[src/rtl/iter_alu.sv]
// Handshaked ALU: single-cycle logic/compare ops plus iterative shift-add multiply
// and restoring divide, with the result registered behind a valid/ready interface.
module iter_alu #(
    parameter int WIDTH     = 32,
    parameter int ECA_CONST = 10
) (
    input  logic             clk,
    input  logic             reset_n,
    input  logic             in_valid,
    output logic             in_ready,
    input  logic [4:0]       alu_op,
    input  logic [WIDTH-1:0] alu_in_1,
    input  logic [WIDTH-1:0] alu_in_2,
    output logic             out_valid,
    input  logic             out_ready,
    output logic [WIDTH-1:0] alu_result,
    output logic             alu_bcond
);

    // Handshake: a request transfers on a rising edge with in_valid && in_ready,
    // a result transfers on a rising edge with out_valid && out_ready; neither
    // valid depends combinationally on the matching ready.

    localparam int SW = $clog2(WIDTH);
    localparam int CW = SW + 1;

    localparam logic [4:0] OP_ADD   = 5'd0;
    localparam logic [4:0] OP_SUB   = 5'd1;
    localparam logic [4:0] OP_XOR   = 5'd2;
    localparam logic [4:0] OP_OR    = 5'd3;
    localparam logic [4:0] OP_AND   = 5'd4;
    localparam logic [4:0] OP_SLL   = 5'd5;
    localparam logic [4:0] OP_SRL   = 5'd6;
    localparam logic [4:0] OP_SRA   = 5'd7;
    localparam logic [4:0] OP_SLT   = 5'd8;
    localparam logic [4:0] OP_SLTU  = 5'd9;
    localparam logic [4:0] OP_ECA   = 5'd10;
    localparam logic [4:0] OP_BEQ   = 5'd11;
    localparam logic [4:0] OP_BNE   = 5'd12;
    localparam logic [4:0] OP_BLT   = 5'd13;
    localparam logic [4:0] OP_BGE   = 5'd14;
    localparam logic [4:0] OP_BLTU  = 5'd15;
    localparam logic [4:0] OP_BGEU  = 5'd16;
    localparam logic [4:0] OP_MUL   = 5'd17;
    localparam logic [4:0] OP_MULHU = 5'd18;
    localparam logic [4:0] OP_DIVU  = 5'd19;
    localparam logic [4:0] OP_REMU  = 5'd20;

    typedef enum logic [1:0] {
        S_IDLE = 2'd0,
        S_CALC = 2'd1,
        S_DONE = 2'd2
    } state_t;

    state_t           state_q,     state_d;
    logic [4:0]       op_q,        op_d;
    logic [WIDTH-1:0] a_q,         a_d;
    logic [WIDTH-1:0] b_q,         b_d;
    logic [WIDTH-1:0] acc_hi_q,    acc_hi_d;
    logic [WIDTH-1:0] acc_lo_q,    acc_lo_d;
    logic [CW-1:0]    cnt_q,       cnt_d;
    logic [WIDTH-1:0] result_q,    result_d;
    logic             bcond_q,     bcond_d;
    logic             out_valid_q, out_valid_d;
    logic             in_ready_q,  in_ready_d;

    logic [WIDTH-1:0] sc_result;
    logic             sc_bcond;
    logic [WIDTH-1:0] diff;
    logic [WIDTH-1:0] eca_diff;
    logic [SW-1:0]    shamt;
    logic             req_iter;
    logic             op_is_mul;

    logic [WIDTH:0]   mul_sum;
    logic [WIDTH-1:0] mul_hi_nx;
    logic [WIDTH-1:0] mul_lo_nx;
    logic [WIDTH:0]   div_shift;
    logic [WIDTH:0]   div_trial;
    logic             div_ok;
    logic [WIDTH-1:0] div_hi_nx;
    logic [WIDTH-1:0] div_lo_nx;

    assign diff     = alu_in_1 - alu_in_2;
    assign eca_diff = alu_in_1 - WIDTH'(ECA_CONST);
    assign shamt    = alu_in_2[SW-1:0];
    assign req_iter = (alu_op == OP_MUL) || (alu_op == OP_MULHU) ||
                      (alu_op == OP_DIVU) || (alu_op == OP_REMU);
    assign op_is_mul = (op_q == OP_MUL) || (op_q == OP_MULHU);

    always_comb begin
        sc_result = '0;
        sc_bcond  = 1'b0;
        case (alu_op)
            OP_ADD:  sc_result = alu_in_1 + alu_in_2;
            OP_SUB:  sc_result = diff;
            OP_XOR:  sc_result = alu_in_1 ^ alu_in_2;
            OP_OR:   sc_result = alu_in_1 | alu_in_2;
            OP_AND:  sc_result = alu_in_1 & alu_in_2;
            OP_SLL:  sc_result = alu_in_1 << shamt;
            OP_SRL:  sc_result = alu_in_1 >> shamt;
            OP_SRA:  sc_result = $unsigned($signed(alu_in_1) >>> shamt);
            OP_SLT:  sc_result = {{(WIDTH-1){1'b0}}, $signed(alu_in_1) < $signed(alu_in_2)};
            OP_SLTU: sc_result = {{(WIDTH-1){1'b0}}, alu_in_1 < alu_in_2};
            OP_ECA: begin
                sc_result = eca_diff;
                sc_bcond  = (eca_diff == '0);
            end
            OP_BEQ: begin
                sc_result = diff;
                sc_bcond  = (diff == '0);
            end
            OP_BNE: begin
                sc_result = diff;
                sc_bcond  = (diff != '0);
            end
            // Signed/unsigned compares use the operands so overflow in diff is irrelevant
            OP_BLT: begin
                sc_result = diff;
                sc_bcond  = $signed(alu_in_1) < $signed(alu_in_2);
            end
            OP_BGE: begin
                sc_result = diff;
                sc_bcond  = $signed(alu_in_1) >= $signed(alu_in_2);
            end
            OP_BLTU: begin
                sc_result = diff;
                sc_bcond  = alu_in_1 < alu_in_2;
            end
            OP_BGEU: begin
                sc_result = diff;
                sc_bcond  = alu_in_1 >= alu_in_2;
            end
            default: begin
                sc_result = '0;
                sc_bcond  = 1'b0;
            end
        endcase
    end

    // Multiply: acc_hi:acc_lo holds partial product over the shifting multiplier.
    // Divide: acc_hi is the remainder, acc_lo shifts dividend out and quotient in.
    always_comb begin
        mul_sum   = {1'b0, acc_hi_q} + (acc_lo_q[0] ? {1'b0, a_q} : '0);
        mul_hi_nx = mul_sum[WIDTH:1];
        mul_lo_nx = {mul_sum[0], acc_lo_q[WIDTH-1:1]};
        div_shift = {acc_hi_q, acc_lo_q[WIDTH-1]};
        div_trial = div_shift - {1'b0, b_q};
        div_ok    = ~div_trial[WIDTH];
        div_hi_nx = div_ok ? div_trial[WIDTH-1:0] : div_shift[WIDTH-1:0];
        div_lo_nx = {acc_lo_q[WIDTH-2:0], div_ok};
    end

    always_comb begin
        state_d     = state_q;
        op_d        = op_q;
        a_d         = a_q;
        b_d         = b_q;
        acc_hi_d    = acc_hi_q;
        acc_lo_d    = acc_lo_q;
        cnt_d       = cnt_q;
        result_d    = result_q;
        bcond_d     = bcond_q;
        out_valid_d = out_valid_q;
        in_ready_d  = in_ready_q;
        case (state_q)
            S_IDLE: begin
                if (in_valid) begin
                    op_d       = alu_op;
                    a_d        = alu_in_1;
                    b_d        = alu_in_2;
                    in_ready_d = 1'b0;
                    if (req_iter) begin
                        state_d  = S_CALC;
                        cnt_d    = CW'(WIDTH);
                        acc_hi_d = '0;
                        acc_lo_d = ((alu_op == OP_MUL) || (alu_op == OP_MULHU)) ? alu_in_2 : alu_in_1;
                    end else begin
                        state_d     = S_DONE;
                        result_d    = sc_result;
                        bcond_d     = sc_bcond;
                        out_valid_d = 1'b1;
                    end
                end
            end
            S_CALC: begin
                cnt_d    = cnt_q - 1'b1;
                acc_hi_d = op_is_mul ? mul_hi_nx : div_hi_nx;
                acc_lo_d = op_is_mul ? mul_lo_nx : div_lo_nx;
                if (cnt_q == CW'(1)) begin
                    state_d     = S_DONE;
                    out_valid_d = 1'b1;
                    bcond_d     = 1'b0;
                    case (op_q)
                        OP_MUL:   result_d = mul_lo_nx;
                        OP_MULHU: result_d = mul_hi_nx;
                        OP_DIVU:  result_d = div_lo_nx;
                        default:  result_d = div_hi_nx;
                    endcase
                end
            end
            S_DONE: begin
                if (out_ready) begin
                    state_d     = S_IDLE;
                    out_valid_d = 1'b0;
                    in_ready_d  = 1'b1;
                end
            end
            default: begin
                state_d     = S_IDLE;
                out_valid_d = 1'b0;
                in_ready_d  = 1'b1;
            end
        endcase
    end

    always_ff @(posedge clk or negedge reset_n) begin
        if (!reset_n) begin
            state_q     <= S_IDLE;
            op_q        <= '0;
            a_q         <= '0;
            b_q         <= '0;
            acc_hi_q    <= '0;
            acc_lo_q    <= '0;
            cnt_q       <= '0;
            result_q    <= '0;
            bcond_q     <= 1'b0;
            out_valid_q <= 1'b0;
            in_ready_q  <= 1'b1;
        end else begin
            state_q     <= state_d;
            op_q        <= op_d;
            a_q         <= a_d;
            b_q         <= b_d;
            acc_hi_q    <= acc_hi_d;
            acc_lo_q    <= acc_lo_d;
            cnt_q       <= cnt_d;
            result_q    <= result_d;
            bcond_q     <= bcond_d;
            out_valid_q <= out_valid_d;
            in_ready_q  <= in_ready_d;
        end
    end

    assign in_ready   = in_ready_q;
    assign out_valid  = out_valid_q;
    assign alu_result = result_q;
    assign alu_bcond  = bcond_q;

endmodule

[config.mk]
export PLATFORM = sky130hd
export DESIGN_NAME = iter_alu
export DESIGN_NICKNAME = d
export VERILOG_FILES = /design/src/rtl/iter_alu.sv
export SDC_FILE = /design/constraint.sdc
export NUM_CORES = 1
export LEC_CHECK = 0
export BUFFER_PORTS_ARGS = -buffer_cell sky130_fd_sc_hd__buf_4
export CAP_MARGIN = 20
export CORE_ASPECT_RATIO = 1.2
export CORE_MARGIN = 5
export CORE_UTILIZATION = 29
export CTS_CLUSTER_SIZE = 25
export DETAILED_ROUTE_END_ITERATION = 16
export PLACE_DENSITY_LB_ADDON = 0.1
export SYNTH_ARGS = -nofsm -noshare
export SYNTH_HDL_FRONTEND = slang
export SYNTH_SLANG_ARGS = --single-unit
[constraint.sdc]
create_clock -name clk -period 4.9 [get_ports clk]
set_input_delay 0.98 -clock clk [delete_from_list [all_inputs] [get_ports clk]]
set_output_delay 0.98 -clock clk [all_outputs]
set_load 0.05 [all_outputs]
==> results.md <==
- Setup crit start: acc_lo_q[31]$_DFFE_PN0P_
- FF+latch count, synth: 176
- Setup CP Type: reg -> reg
- Multi-input gate area: approximately 17000 um2
- Hold Crit Depth: 2
- VDD IR-drop max: 298 uV
- Filler Cell Count: 8436
- CTS tree: done
- Crit Path Max Fanout: 12
- Total number of vias: 25500
- Outcome: complete, no violations
- Synth cell types: 97
- Die ar.: roughly 84000 um2
- Most common cell after layout, fill and taps aside: buf_4
- Row count: 112
- Mapped Area: 22800 um2
- Power per cell area: approximately 470 nW/um2
- Leakage power: approximately 12 nW
- IO buf count: approximately 110
- Antenna violations before repair: 4
- Post-synthesis instance total: a little over 3000
- H-tree levels: 4
- Chip width: 266 um
- DIE HEIGHT: 317 um
- Final wirelength: 123000 um
- Clock transition at the registers of the reported paths: 0.08 ns
- Avg Synthesized Cell Area: 7.39 um2
- Gr usage total: 28.1%
- Sequential area share after synthesis: 19.4%
- Iteration-0 DRC Markers: 2630
- Nets: roughly 3500
- First drt pass iteration count: 6
- Core region area: 77800 um2
- WP data arrival: 5.02 ns
- Clk buf depth: 2
- Met3 Wirelength: about 6900 um
- Per-cell routed wire length: 28.3 um
- Post-route ant nets: 0
- Max stage delay on crit path: 0.45 ns
- Crit. End Element: flip-flop
- Gr ovfl total: 0
- Min-delay worst type: reg -> reg
- Highest clock rate: 0.214 GHz
- Cts bufs inserted: 17
- Crit start category: flip-flop
- Top layer in use: met4
- Setup slack at placement: -0.172 ns
- Crit path top cell by count: buf_4
- First-pass GRT wire length: between 150000 and 200000 um
- CP max stage cell: or3_1
- Yosys Warn Count: 0
- Worst R2R Path Depth: 20
- Dominant synthesized flop cell: dfrtp_1
- Fin Clk Skew: 0.0123 ns
- Placer Congestion: ~1.0
- Final Hold Viols: 0
- Reg2reg start: acc_lo_q[31]$_DFFE_PN0P_
- Ys async rst share: 100%
- Most frequent cells in the layout: buf_4 (419), nor2_1 (368), a21oi_1 (298)
- Worst setup margin: about 0.23 ns
- CP Data Required Time: roughly 5.3 ns
- Register area: approximately 4400 um2
- Area Overhead vs Synth: 19.3%
- Worst-Margin Slew: 1.18 ns
- Initial Utilization: 29.3%
- Setup Viol. Count Final: 0
- Layout cells sized above 1: 18.6%
- Max Slew Vio Count: 0
- Final Util: approximately a third
- Maxcap violations: 0
- Hold_buf cts: 0
- HPWL after detailed placement: between 90000 and 100000 um
- RSZ-0062 raised after global routing: no
- DR vias/cell: 5.89
- End of the critical path: alu_result[0]$_DFFE_PN0P_
- Register-to-register setup slack: 0.23 ns
- Min Tclk post-route: 4.67 ns
- Number of global-route vias before repair: 25000
- Top-Level Pins: 108
- Post-route clock period utilization: 95.3%
- Syn nets: 3319
- Worst path cell trace: inv_1 > ha_1 > inv_1 > fa_1 > a211oi_1 > o21ai_0 > and3_1 > or3_1 > a31o_2 > buf_4 > o21ai_2 > nor2_4 > buf_12 > buf_4 > buf_4 > nand2_1 > o21ai_0 > a221oi_1 > buf_4 > o21bai_1
- Worst R2R End: alu_result[0]$_DFFE_PN0P_
- Total power: 12.9 mW
- Worst-case headroom to the max-slew limit: 20.2%
- Clk root buf: clkbuf_16
- Clk sinks: between 150 and 200
- Largest net degree at the start of global routing: 83
- Clk_lat worst skew: 0.47 ns
- DRC Markers: 0
- Met2 WL post-DR: 57300 um
- EDFF count, synth: 0
- Met1 Routed Length: 52300 um
-- power by group --
group	internal (mW)	total (mW)	switching (mW)	leakage [nW]
Clock	0.826	1.53	0.701	0.291
Sequential	1.97	2.58	0.616	2.14
Combinational	3.56	8.78	5.22	9.48
-- timing repair --
action                                  in CTS  in global routing
setup buffers                                0                  6
gates resized for setup                      0                  1
endpoints found under the setup margin       0                 10
-- worst min path at each step --
stage	start	to	slack [ns]
2_1_floorplan	a_q[31]$_DFFE_PN0P_	a_q[31]$_DFFE_PN0P_	0.47
3_3_place_gp	out_valid$_DFFE_PN0P_	out_valid$_DFFE_PN0P_	0.47
3_5_place_dp	alu_result[9]$_DFFE_PN0P_	alu_result[9]$_DFFE_PN0P_	0.48
4_1_cts	alu_result[9]$_DFFE_PN0P_	alu_result[9]$_DFFE_PN0P_	0.49
5_1_grt	alu_result[1]$_DFFE_PN0P_	alu_result[1]$_DFFE_PN0P_	0.51
6_report	alu_result[9]$_DFFE_PN0P_	alu_result[9]$_DFFE_PN0P_	0.49
-- cell families after synthesis --
logic type	count (synthesis)	synth area share (%)
fa+ha+maj	168	9.37
xor+xnor	107	4.12
mux	195	11.0
buf+inv	388	6.60
simple gates	1014	20.4
flops	176	19.4
compound gates	1030	29.2
-- stage by stage --
step / TNS, ns / hold slack, ns / area [um2] / cells
after global placement: -0.330 / 0.469 / 26500 / 4290
after floorplan: 0 / 0.472 / 22800 / 3078
after global routing: 0 / 0.511 / 27200 / 4328
after CTS: 0 / 0.494 / 27100 / 4322
final: 0 / 0.491 / 27200 / 4330
after detailed placement: -0.172 / 0.476 / 26500 / 4290
-- routing by layer --
| metal | global-route usage [%] | vias up |
|---|---|---|
| li1 | - | 11700 |
| met1 | 37.1 | 12500 |
| met2 | 46.6 | 1095 |
| met3 | 2.75 | 227 |
| met4 | 12.4 | 0 |
| met5 | 0 | - |
-- cell usage after synthesis (19+ instances only) --
cell | n | share of area, %
a211oi_1 | 36 | 1.2
a21o_1 | 50 | 1.6
a21oi_1 | 298 | 6.6
a221o_1 | 25 | 1.1
a221oi_1 | 28 | 1.1
a31oi_1 | 70 | 1.9
and2_1 | 45 | 1.2
and3_1 | 20 | 0.55
buf_1 | 21 | 0.35
buf_2 | 19 | 0.42
clkbuf_1 | 191 | 3.2
dfrtp_1 | 175 | 19
ha_1 | 164 | 9.0
inv_1 | 148 | 2.4
mux2_2 | 56 | 2.8
mux2i_1 | 100 | 4.4
mux4_2 | 38 | 3.8
nand2_1 | 292 | 4.8
nand2b_1 | 38 | 1.0
nand3_1 | 34 | 0.75
nand4_1 | 21 | 0.58
nor2_1 | 372 | 6.1
nor2b_1 | 24 | 0.66
nor3_1 | 65 | 1.4
nor4_1 | 26 | 0.71
o211ai_1 | 30 | 0.99
o21ai_0 | 215 | 4.7
o221ai_1 | 24 | 0.92
o22ai_1 | 62 | 1.7
o31ai_1 | 19 | 0.63
or3_1 | 29 | 0.80
xnor2_1 | 78 | 3.0
xor2_1 | 29 | 1.1
-- area by class of cell --
| type | count | area share, % |
|---|---|---|
| well taps | 1026 | 4.73 |
| diodes | 2 | 0.0184 |
| flip-flops and latches | 176 | 16.2 |
| multi-input cells | 2514 | 62.4 |
| clock inverters | 14 | 0.663 |
| clock buffers | 18 | 1.62 |
| repair buffers | 428 | 12.2 |
| inverters | 152 | 2.10 |
-- worst max-delay path: cells and delay by family, from the launching register on --
kind,cells,cell delay (ns)
simple gates,4,0.80
flops,1,0.38
buf+inv,7,0.96
fa+ha+maj,2,0.72
compound gates,7,1.70
-- flip-flops by register name, summed over array words and instances, names as in the netlist, 2 cells and up --
signal / cells
acc_hi_q: 32
b_q: 32
a_q: 32
state_q: 2
op_q: 5
acc_lo_q: 32
cnt_q: 6
alu_result: 32
No activity file was read; power rests on OpenSTA's default activity.
